`config.mk`:
```
export PLATFORM = sky130hd
export DESIGN_NAME = sweep_controller
export DESIGN_NICKNAME = d
export VERILOG_FILES = /design/src/rtl/sweep_pkg.sv /design/src/rtl/sweep_dwell_timer.sv /design/src/rtl/sweep_controller.sv
export SDC_FILE = /design/constraint.sdc
export NUM_CORES = 1
export LEC_CHECK = 0
export ABC_AREA = 1
export CAP_MARGIN = 20
export CORE_MARGIN = 3
export CORE_UTILIZATION = 25
export CTS_CLUSTER_DIAMETER = 40
export DETAILED_ROUTE_END_ITERATION = 8
export SYNTH_ARGS = -nofsm -noshare
export SYNTH_HDL_FRONTEND = slang
export SYNTH_SLANG_ARGS = --single-unit
```
`constraint.sdc`:
```
create_clock -name clk -period 1.6 [get_ports clk]
set_input_delay 0.16 -clock clk [delete_from_list [all_inputs] [get_ports clk]]
set_output_delay 0.16 -clock clk [all_outputs]
set_load 0.005 [all_outputs]
```
`src/rtl/sweep_pkg.sv`:
```
// Shared types and default widths for the sweep sequencer.
// The DWELL state exists only when SWEEP_DWELL_EN is defined.
package sweep_pkg;

    localparam int DEF_WIDTH = 8;
    localparam int DEF_CYC_W = 4;
    localparam int DEF_DWL_W = 4;

    localparam logic [2:0] ST_IDLE  = 3'd0;
    localparam logic [2:0] ST_CLEAR = 3'd1;
    localparam logic [2:0] ST_SEEK  = 3'd2;
    localparam logic [2:0] ST_UP    = 3'd3;
    localparam logic [2:0] ST_DOWN  = 3'd4;
    localparam logic [2:0] ST_DONE  = 3'd5;
    localparam logic [2:0] ST_DWELL = 3'd6;

    typedef enum logic [2:0] {
        S_IDLE  = ST_IDLE,
        S_CLEAR = ST_CLEAR,
        S_SEEK  = ST_SEEK,
        S_UP    = ST_UP,
        S_DOWN  = ST_DOWN,
        S_DONE  = ST_DONE
`ifdef SWEEP_DWELL_EN
        ,
        S_DWELL = ST_DWELL
`endif
    } state_t;

endpackage

```
`src/rtl/sweep_dwell_timer.sv`:
```
// Load / decrement down-counter with a zero flag, used to time the hold at
// each turning point (instantiated only when SWEEP_DWELL_EN is defined).
module sweep_dwell_timer #(
    parameter int W = 4
) (
    input  logic         clk,
    input  logic         rst,
    input  logic         load,
    input  logic [W-1:0] load_val,
    input  logic         dec,
    output logic         zero
);

    logic [W-1:0] val;

    always_ff @(posedge clk) begin
        if (rst) begin
            val <= '0;
        end else if (load) begin
            val <= load_val;
        end else if (dec && (val != '0)) begin
            val <= val - 1'b1;
        end
    end

    assign zero = (val == '0);

endmodule

```
`src/rtl/sweep_controller.sv`:
```
// Drives an external up/down counter through clear, seek to lo, and lo/hi
// sweeps. Define SWEEP_DWELL_EN to add a programmable hold at turning points.
module sweep_controller
    import sweep_pkg::*;
#(
    parameter int WIDTH = DEF_WIDTH,
    parameter int CYC_W = DEF_CYC_W,
    parameter int DWL_W = DEF_DWL_W
) (
    input  logic             clk,
    input  logic             rst,
    input  logic             start,
    input  logic             abort,
    input  logic [WIDTH-1:0] lo_lim,
    input  logic [WIDTH-1:0] hi_lim,
    input  logic [CYC_W-1:0] n_sweeps,
`ifdef SWEEP_DWELL_EN
    input  logic [DWL_W-1:0] dwell,
`endif
    input  logic [WIDTH-1:0] count,
    output logic             cnt_rst,
    output logic             cnt_en,
    output logic             cnt_up,
    output logic             busy,
    output logic             done,
    output logic             err,
    output logic [CYC_W-1:0] sweep_cnt
);

    if (WIDTH < 2 || CYC_W < 1 || DWL_W < 1) begin : g_param_chk
        $error("sweep_controller: widths must be positive (WIDTH >= 2)");
    end

    state_t           state, state_nxt;
    logic [WIDTH-1:0] lo_q, hi_q;
    logic [CYC_W-1:0] n_q, sweep_q, sweep_inc;
    logic             up_q, err_q;
    logic             accept, illegal, sweep_step, finish;
    logic [WIDTH:0]   cnt_inc, cnt_dec;
    logic             at_hi, at_lo_seek, at_lo_down;

    // One bit of headroom keeps count+1 at the top and count-1 at zero from wrapping.
    assign cnt_inc    = {1'b0, count} + 1'b1;
    assign cnt_dec    = {1'b0, count} - 1'b1;
    assign at_hi      = (cnt_inc == {1'b0, hi_q});
    assign at_lo_seek = (cnt_inc == {1'b0, lo_q});
    assign at_lo_down = (cnt_dec == {1'b0, lo_q});
    assign sweep_inc  = sweep_q + 1'b1;
    assign finish     = (n_q != '0) && (sweep_inc == n_q);

`ifdef SWEEP_DWELL_EN
    logic dwell_zero, dwell_go;

    assign dwell_go = (dwell != '0);

    // Loaded with dwell-1 so DWELL lasts exactly `dwell` cycles.
    sweep_dwell_timer #(.W(DWL_W)) u_dwell (
        .clk      (clk),
        .rst      (rst),
        .load     ((state_nxt == S_DWELL) && (state != S_DWELL)),
        .load_val (dwell - 1'b1),
        .dec      (state == S_DWELL),
        .zero     (dwell_zero)
    );
`endif

    always_comb begin
        state_nxt  = state;
        accept     = 1'b0;
        illegal    = 1'b0;
        sweep_step = 1'b0;
        case (state)
            S_IDLE: begin
                if (start) begin
                    if (lo_lim < hi_lim) begin
                        accept    = 1'b1;
                        state_nxt = S_CLEAR;
                    end else begin
                        illegal = 1'b1;
                    end
                end
            end
            S_CLEAR: state_nxt = (lo_q == '0) ? S_UP : S_SEEK;
            S_SEEK: begin
                if (at_lo_seek) state_nxt = S_UP;
            end
            S_UP: begin
                if (at_hi) begin
`ifdef SWEEP_DWELL_EN
                    state_nxt = dwell_go ? S_DWELL : S_DOWN;
`else
                    state_nxt = S_DOWN;
`endif
                end
            end
            S_DOWN: begin
                if (at_lo_down) begin
                    sweep_step = 1'b1;
                    if (finish) begin
                        state_nxt = S_DONE;
                    end else begin
`ifdef SWEEP_DWELL_EN
                        state_nxt = dwell_go ? S_DWELL : S_UP;
`else
                        state_nxt = S_UP;
`endif
                    end
                end
            end
`ifdef SWEEP_DWELL_EN
            S_DWELL: begin
                if (dwell_zero) state_nxt = up_q ? S_DOWN : S_UP;
            end
`endif
            S_DONE:  state_nxt = S_IDLE;
            default: state_nxt = S_IDLE;
        endcase
        // Abort leaves the sweep count as it was, even on a turning edge.
        if (abort && (state != S_IDLE)) begin
            state_nxt  = S_IDLE;
            sweep_step = 1'b0;
        end
    end

    always_ff @(posedge clk) begin
        if (rst) begin
            state   <= S_IDLE;
            lo_q    <= '0;
            hi_q    <= '0;
            n_q     <= '0;
            sweep_q <= '0;
            up_q    <= 1'b0;
            err_q   <= 1'b0;
        end else begin
            state <= state_nxt;
            err_q <= illegal;
            if (accept) begin
                lo_q    <= lo_lim;
                hi_q    <= hi_lim;
                n_q     <= n_sweeps;
                sweep_q <= '0;
            end else if (sweep_step) begin
                sweep_q <= sweep_inc;
            end
            // Direction is held outside SEEK/UP/DOWN so it survives dwell and abort.
            if (state_nxt == S_SEEK || state_nxt == S_UP) begin
                up_q <= 1'b1;
            end else if (state_nxt == S_DOWN) begin
                up_q <= 1'b0;
            end
        end
    end

    always_comb begin
        cnt_rst = (state == S_CLEAR);
        cnt_en  = (state == S_SEEK) || (state == S_UP) || (state == S_DOWN);
        busy    = (state != S_IDLE);
        done    = (state == S_DONE);
    end

    assign cnt_up    = up_q;
    assign err       = err_q;
    assign sweep_cnt = sweep_q;

endmodule

```
# == Word-level counts from Yosys, hierarchy flattened ==
# Index checks and enable logic that the tools add are counted.
# word_totals
out_inout_bits,10
rom_bits,0
mem_count,0
in_bits,32
latchBits,0
ff_bits,29
mem_bits_rw,0
# classes
shifts,0
eq_ne,12
reduce_logical,12
div_mod_pow,0
bitwise,2
order_cmp,1
muxes,18
n_addsub,3
mul,0
# op_table
op,count
equality test 9 x 8 -> 1 bit,3
2-to-1 mux 3 bit,7
case mux 3 bit (5 select lines),1
equality test 3 x 2 -> 1 bit (second input constant),4
2-to-1 mux 1 bit,10
adder 8 x 1 -> 9 bit (second input constant),1
equality test 3 bit (second input constant),3
subtractor 8 x 1 -> 9 bit (second input constant),1
zero test 8 bit,1
< comparator 8 bit,1
adder 4 x 1 -> 4 bit (second input constant),1
equality test 4 bit,1
nonzero test 4 bit,1
equality test 3 x 1 -> 1 bit (second input constant),1
zero test 3 bit,1
logical OR 1 bit,3
nonzero test 3 bit,1
OR reduction 3 bit,1
logical AND 1 bit,2
NOT 1 bit,2
nonzero test 2 bit,1
OR reduction 2 bit,1

# == Longest topological paths before layout ==
# logic_depth
ltp_word,10
mapped_depth,18
depth_no_buf,18

# == Worst setup path before layout ==
# No wires, ideal clock.
# synth_path
path_kind,reg-to-reg
startpoint,reg sweep_q[0] (netlist: sweep_cnt[0])
endpoint,reg up_q (netlist: cnt_up)
slack_ns,-0.009
arrival_time_ns,1.543
stages_incl_launch_ff,12
synth_period_minus_slack_ns,1.609
n_path_buf,0
cell_sequence,dfxtp_1 ha_1 or2_2 nand4_1 nor2_1 nand4_1 nand3_1 nand2_1 nand2_1 nand2_1 nand2_1 a21oi_2
# synth_between
elab_chain_cells,10
# synth_rtl
element,line_no,text
start: declaration,sweep_controller.sv:36,"logic [CYC_W-1:0] n_q, sweep_q, sweep_inc;"
start signal: assignment,sweep_controller.sv:143,sweep_q <= sweep_inc;
adder 4 x 1 -> 4 bit *,sweep_controller.sv:48,assign sweep_inc = sweep_q + 1'b1;
net sweep_inc[1],sweep_controller.sv:36,
equality test 4 bit *,sweep_controller.sv:49,assign finish = (n_q != '0) && (sweep_inc == n_q);
logical AND 1 bit *,sweep_controller.sv:49,
2-to-1 mux 3 bit *,sweep_controller.sv:99,if (finish) begin
2-to-1 mux 3 bit *,sweep_controller.sv:97,if (at_lo_down) begin
case mux 3 bit (5 select lines) *,sweep_controller.sv:72,case (state)
2-to-1 mux 3 bit *,sweep_controller.sv:119,if (abort && (state != S_IDLE)) begin
equality test 3 x 2 -> 1 bit,sweep_controller.sv:146,if (state_nxt == S_SEEK || state_nxt == S_UP) begin
logical OR 1 bit,sweep_controller.sv:146,
2-to-1 mux 1 bit / nonzero test 2 bit (equally long branches),-,
end signal: assignment,sweep_controller.sv:132,up_q <= 1'b0;
end signal: assignment,sweep_controller.sv:147,up_q <= 1'b1;
end signal: assignment,sweep_controller.sv:149,up_q <= 1'b0;
end: declaration,sweep_controller.sv:37,"logic up_q, err_q;"
# Mark *: on every way through the listed nets, which the timed path passes. The rest lies on a longest branch.
# A chain may end at the register's enable or synchronous reset.

# == Worst setup path in the final report ==
# layout_path
startpoint,reg sweep_q[1] (netlist: sweep_cnt[1])
endpoint,reg up_q (netlist: cnt_up)
# layout_between
elab_chain_cells,10
# layout_rtl
element,line_no
adder 4 x 1 -> 4 bit *,sweep_controller.sv:48
equality test 4 bit *,sweep_controller.sv:49
logical AND 1 bit *,sweep_controller.sv:49
2-to-1 mux 3 bit *,sweep_controller.sv:99
2-to-1 mux 3 bit *,sweep_controller.sv:97
case mux 3 bit (5 select lines) *,sweep_controller.sv:72
2-to-1 mux 3 bit *,sweep_controller.sv:119
equality test 3 x 2 -> 1 bit,sweep_controller.sv:146
logical OR 1 bit,sweep_controller.sv:146
2-to-1 mux 1 bit / nonzero test 2 bit (equally long branches),-
# Mark *: on every way between the ends. The rest lies on a longest branch, timed or not.

==> results.sh <==
export IMPL_whs_ns=0.191
export IMPL_area_growth_pct=58.6
export IMPL_violations="negative setup slack"
export IMPL_setup_tns_ns=-0.00930
export IMPL_yosys_register_bits=29
export IMPL_drive_gt1_share_pct=30.1
export IMPL_clk_pin_slew_worst_paths_ns=0.08
export IMPL_rrSetupSlack_ns=-0.009
export IMPL_hold_violations=0
export IMPL_clock_latency_ns=0.29
export IMPL_critPathMostFrequentCell="nand2_1"
export IMPL_seq_area_sq_um=591
export IMPL_critPathMaxStageDelay_ns=0.34
export IMPL_slew_violations=0
export IMPL_n_fill_cell=883
export IMPL_fmax_mhz=621
export IMPL_crit_slowest_cell="dfxtp_2"
export IMPL_routabilityCongestion=0.888
export IMPL_ant_nets=0
export IMPL_die_x_um=100
export IMPL_syn_area_per_cell_sq_um=6.15
export IMPL_leakage_nw=1.71
export IMPL_grt_use_total_pct=13.4
export IMPL_rsz0062_at_grt="true"
export IMPL_synth_nets=404
export IMPL_synthArstFlopShare_pct=0
export IMPL_hp_start="hi_lim[0]"
export IMPL_arrival_ns=1.80
export IMPL_path_max_fanout=3
export IMPL_multiInputGateArea_sq_mm=0.00164
export IMPL_crit_chain="buf_4, nand3_1, xor2_1, inv_1, nand2_1, nand4_1, nand3_2, nand2_1, nand2_1, nand2_1, nor2_1, a21oi_2"
export IMPL_cp_data_required_time_ns=1.79
export IMPL_layout_setup_ws_ns=-0.00930
export IMPL_cts_root_buffer="clkbuf_8"
export IMPL_worst_r2r_startpoint="sweep_cnt[1]$_SDFFE_PP0P_"
export IMPL_total_power_mw=2.47
export IMPL_setup_viol=1
export IMPL_r2r_cells=12
export IMPL_worst_pin_slew_ns=0.503
export IMPL_drc=0
export IMPL_status="finished with violations"
export IMPL_routed_via_density=4.66
export IMPL_final_cell_area_sq_mm=0.00353
export IMPL_wire_per_inst_um=12.6
export IMPL_diodes=0
export IMPL_period_share_pct=101
export IMPL_crit_type="reg2reg"
export IMPL_final_min_clock_period_ns=1.61
export IMPL_placed_area_sq_mm=0.00306
export IMPL_dpl_hpwl_um=5230
export IMPL_grt_overflow=0
export IMPL_yosysWarnings=0
export IMPL_cts_sinks=29
export IMPL_skew_ns=0.0131
export IMPL_power_density_mw_per_mm2=698
export IMPL_peakVddDrop_v=0.000379
export IMPL_startpoint_type="register"
export IMPL_row_count=33
export IMPL_cts_made_buffers=5
export IMPL_syn_inst=362
export IMPL_hold_depth=3
export IMPL_io_buffers=41
export IMPL_grt_pass1_vias=2486
export IMPL_drt_iter0_markers=172
export IMPL_yosysTopAreaCell="dfxtp_1"
export IMPL_slew_headroom_pct=66.2
export IMPL_synth_area_sq_mm=0.00223
export IMPL_yosysSeqAreaShare_pct=26.1
export IMPL_r2r_end="cnt_up$_SDFFE_PP0P_"
export IMPL_cts_path_max_buffers=2
export IMPL_antenna_found_initial=0
export IMPL_synth_ff_type="dfxtp_1"
export IMPL_instances_no_fill=560
export IMPL_cap_violations=0
export IMPL_drt_total_wl_um=7060
export IMPL_synth_top_area_share_pct=26.1
export IMPL_grt_max_degree=39
export IMPL_via_count=2609
export IMPL_dieArea_sq_mm=0.0101
export IMPL_first_pass_iters=4
export IMPL_cts_tree="built"
export IMPL_core_sq_mm=0.00842
export IMPL_synth_edff_count=0
export IMPL_hp_class="in2reg"
export IMPL_die_h_um=100
export IMPL_grt_pass1_wl_um=10900
export IMPL_place_inst=541
export IMPL_synthTopCellsByArea="dfxtp_1 26%, nand2_1 16%, inv_1 8.9%"
export IMPL_endpoint_kind="register"
export IMPL_h_tree_depth=2
export IMPL_holdPathEnd="hi_q[0]$_SDFFE_PP0P_"
export IMPL_fin_nets=496
export IMPL_io_pins=42
export IMPL_start_util_pct=26.4
export IMPL_ys_types=33
## timing repair
item	4_1_cts	5_1_grt
setup buffers	2	3
setup endpoints to repair	31	29
cloned	0	6
resized for setup	50	73
pin swaps	15	16
hold buffers	0	0
## stage by stage
| step | util, % | setup slack [ns] |
|---|---|---|
| floorplan | - | 0.0143 |
| global placement | 36.3 | -0.696 |
| detailed placement | 36.3 | -0.810 |
| CTS | 38.8 | 0.00241 |
| global route | 41.9 | -0.146 |
| finish | 41.9 | -0.00930 |
## metal layers
metal	vias to the layer above	part of all wire, %	track usage, %
met1	1166	45	16.3
li1	1364	-	-
met3	11	4.0	2.02
met2	68	49	23.4
met5	-	0	0
met4	0	1.7	5.60
## synth_stat cells (2+ instances only)
| library cell | n |
|---|---|
| nor2_4 | 2 |
| nor3_1 | 6 |
| inv_1 | 53 |
| nand3_1 | 31 |
| xor2_1 | 5 |
| o21ai_0 | 29 |
| nor2_1 | 23 |
| nand2_1 | 94 |
| nor2_2 | 4 |
| inv_2 | 5 |
| ha_1 | 10 |
| nand4_1 | 10 |
| xnor2_1 | 9 |
| a21oi_1 | 30 |
| dfxtp_1 | 29 |
| clkbuf_1 | 5 |
## sequential cells by signal, summed over array words and instances (netlist names)
name and flops:
cnt_up 1, err 1, hi_q 8, lo_q 8
n_q 4, state 3, sweep_cnt 4
## report_power, final
part	leakage (nW)	switching [mW]	internal (mW)
registers	0.241	0.0612	0.805
clock network	0.0439	0.308	0.300
logic	1.42	0.501	0.491
## area by class of cell
class	count	area share (%)
well taps	105	3.72
inverters	58	6.16
flip-flops and latches	29	16.7
repair buffers	92	24.6
clock inverters	3	0.496
clock buffers	5	1.95
multi-input cells	268	46.4
## placed cells by master (no fill, tap or decap), types with 5 or more instances in the layout
master	synthesis	layout
nor2_1	23	15
nor2_4	2	5
dlygate4sd2_1	0	8
clkbuf_8	0	5
nor2_2	4	9
nand2_2	1	8
o21ai_0	29	11
nand4_1	10	10
ha_4	0	6
nand2_1	94	86
dlymetal6s2s_1	0	13
buf_4	0	43
clkdlybuf4s50_1	0	14
inv_2	5	10
o21ai_1	1	13
a21oi_1	30	26
nand3_1	31	27
dfxtp_2	0	8
a21oi_2	1	5
inv_1	53	48
o21ai_2	0	6
xor2_1	5	5
xnor2_1	9	7
dfxtp_1	29	21
## critical path, delay by kind of cell (launching register included)
family                 cells  cell delay [ns]
buffers and inverters      2             0.22
XOR/XNOR                   1             0.20
AND/OR/NAND/NOR            8             0.70
flip-flops                 1             0.34
AO/OA/AOI/OAI              1             0.04
## logic make-up (layout without fill, tap and decap cells)
family          count (synthesis)  in the layout  share of synthesized area, %
simple gates                  179            179                          36.6
xor+xnor                       14             14                          5.51
buf+inv                        65            158                          11.0
compound gates                 65             65                          15.2
fa+ha+maj                      10             10                          5.62
flops                          29             29                          26.1
## worst max path at each step
stage / cells after the start / to / from / slack [ns]
after floorplan: 14 / cnt_up$_SDFFE_PP0P_ / count[0] / 0.01
after global placement: 15 / cnt_up$_SDFFE_PP0P_ / count[1] / -0.70
after detailed placement: 11 / sweep_cnt[3]$_SDFFE_PP0P_ / count[1] / -0.81
after CTS: 12 / cnt_up$_SDFFE_PP0P_ / sweep_cnt[0]$_SDFFE_PP0P_ / 0.002
after global routing: 12 / cnt_up$_SDFFE_PP0P_ / sweep_cnt[1]$_SDFFE_PP0P_ / -0.15
final: 12 / cnt_up$_SDFFE_PP0P_ / sweep_cnt[1]$_SDFFE_PP0P_ / -0.009
Power figures use the tool's default switching activity.
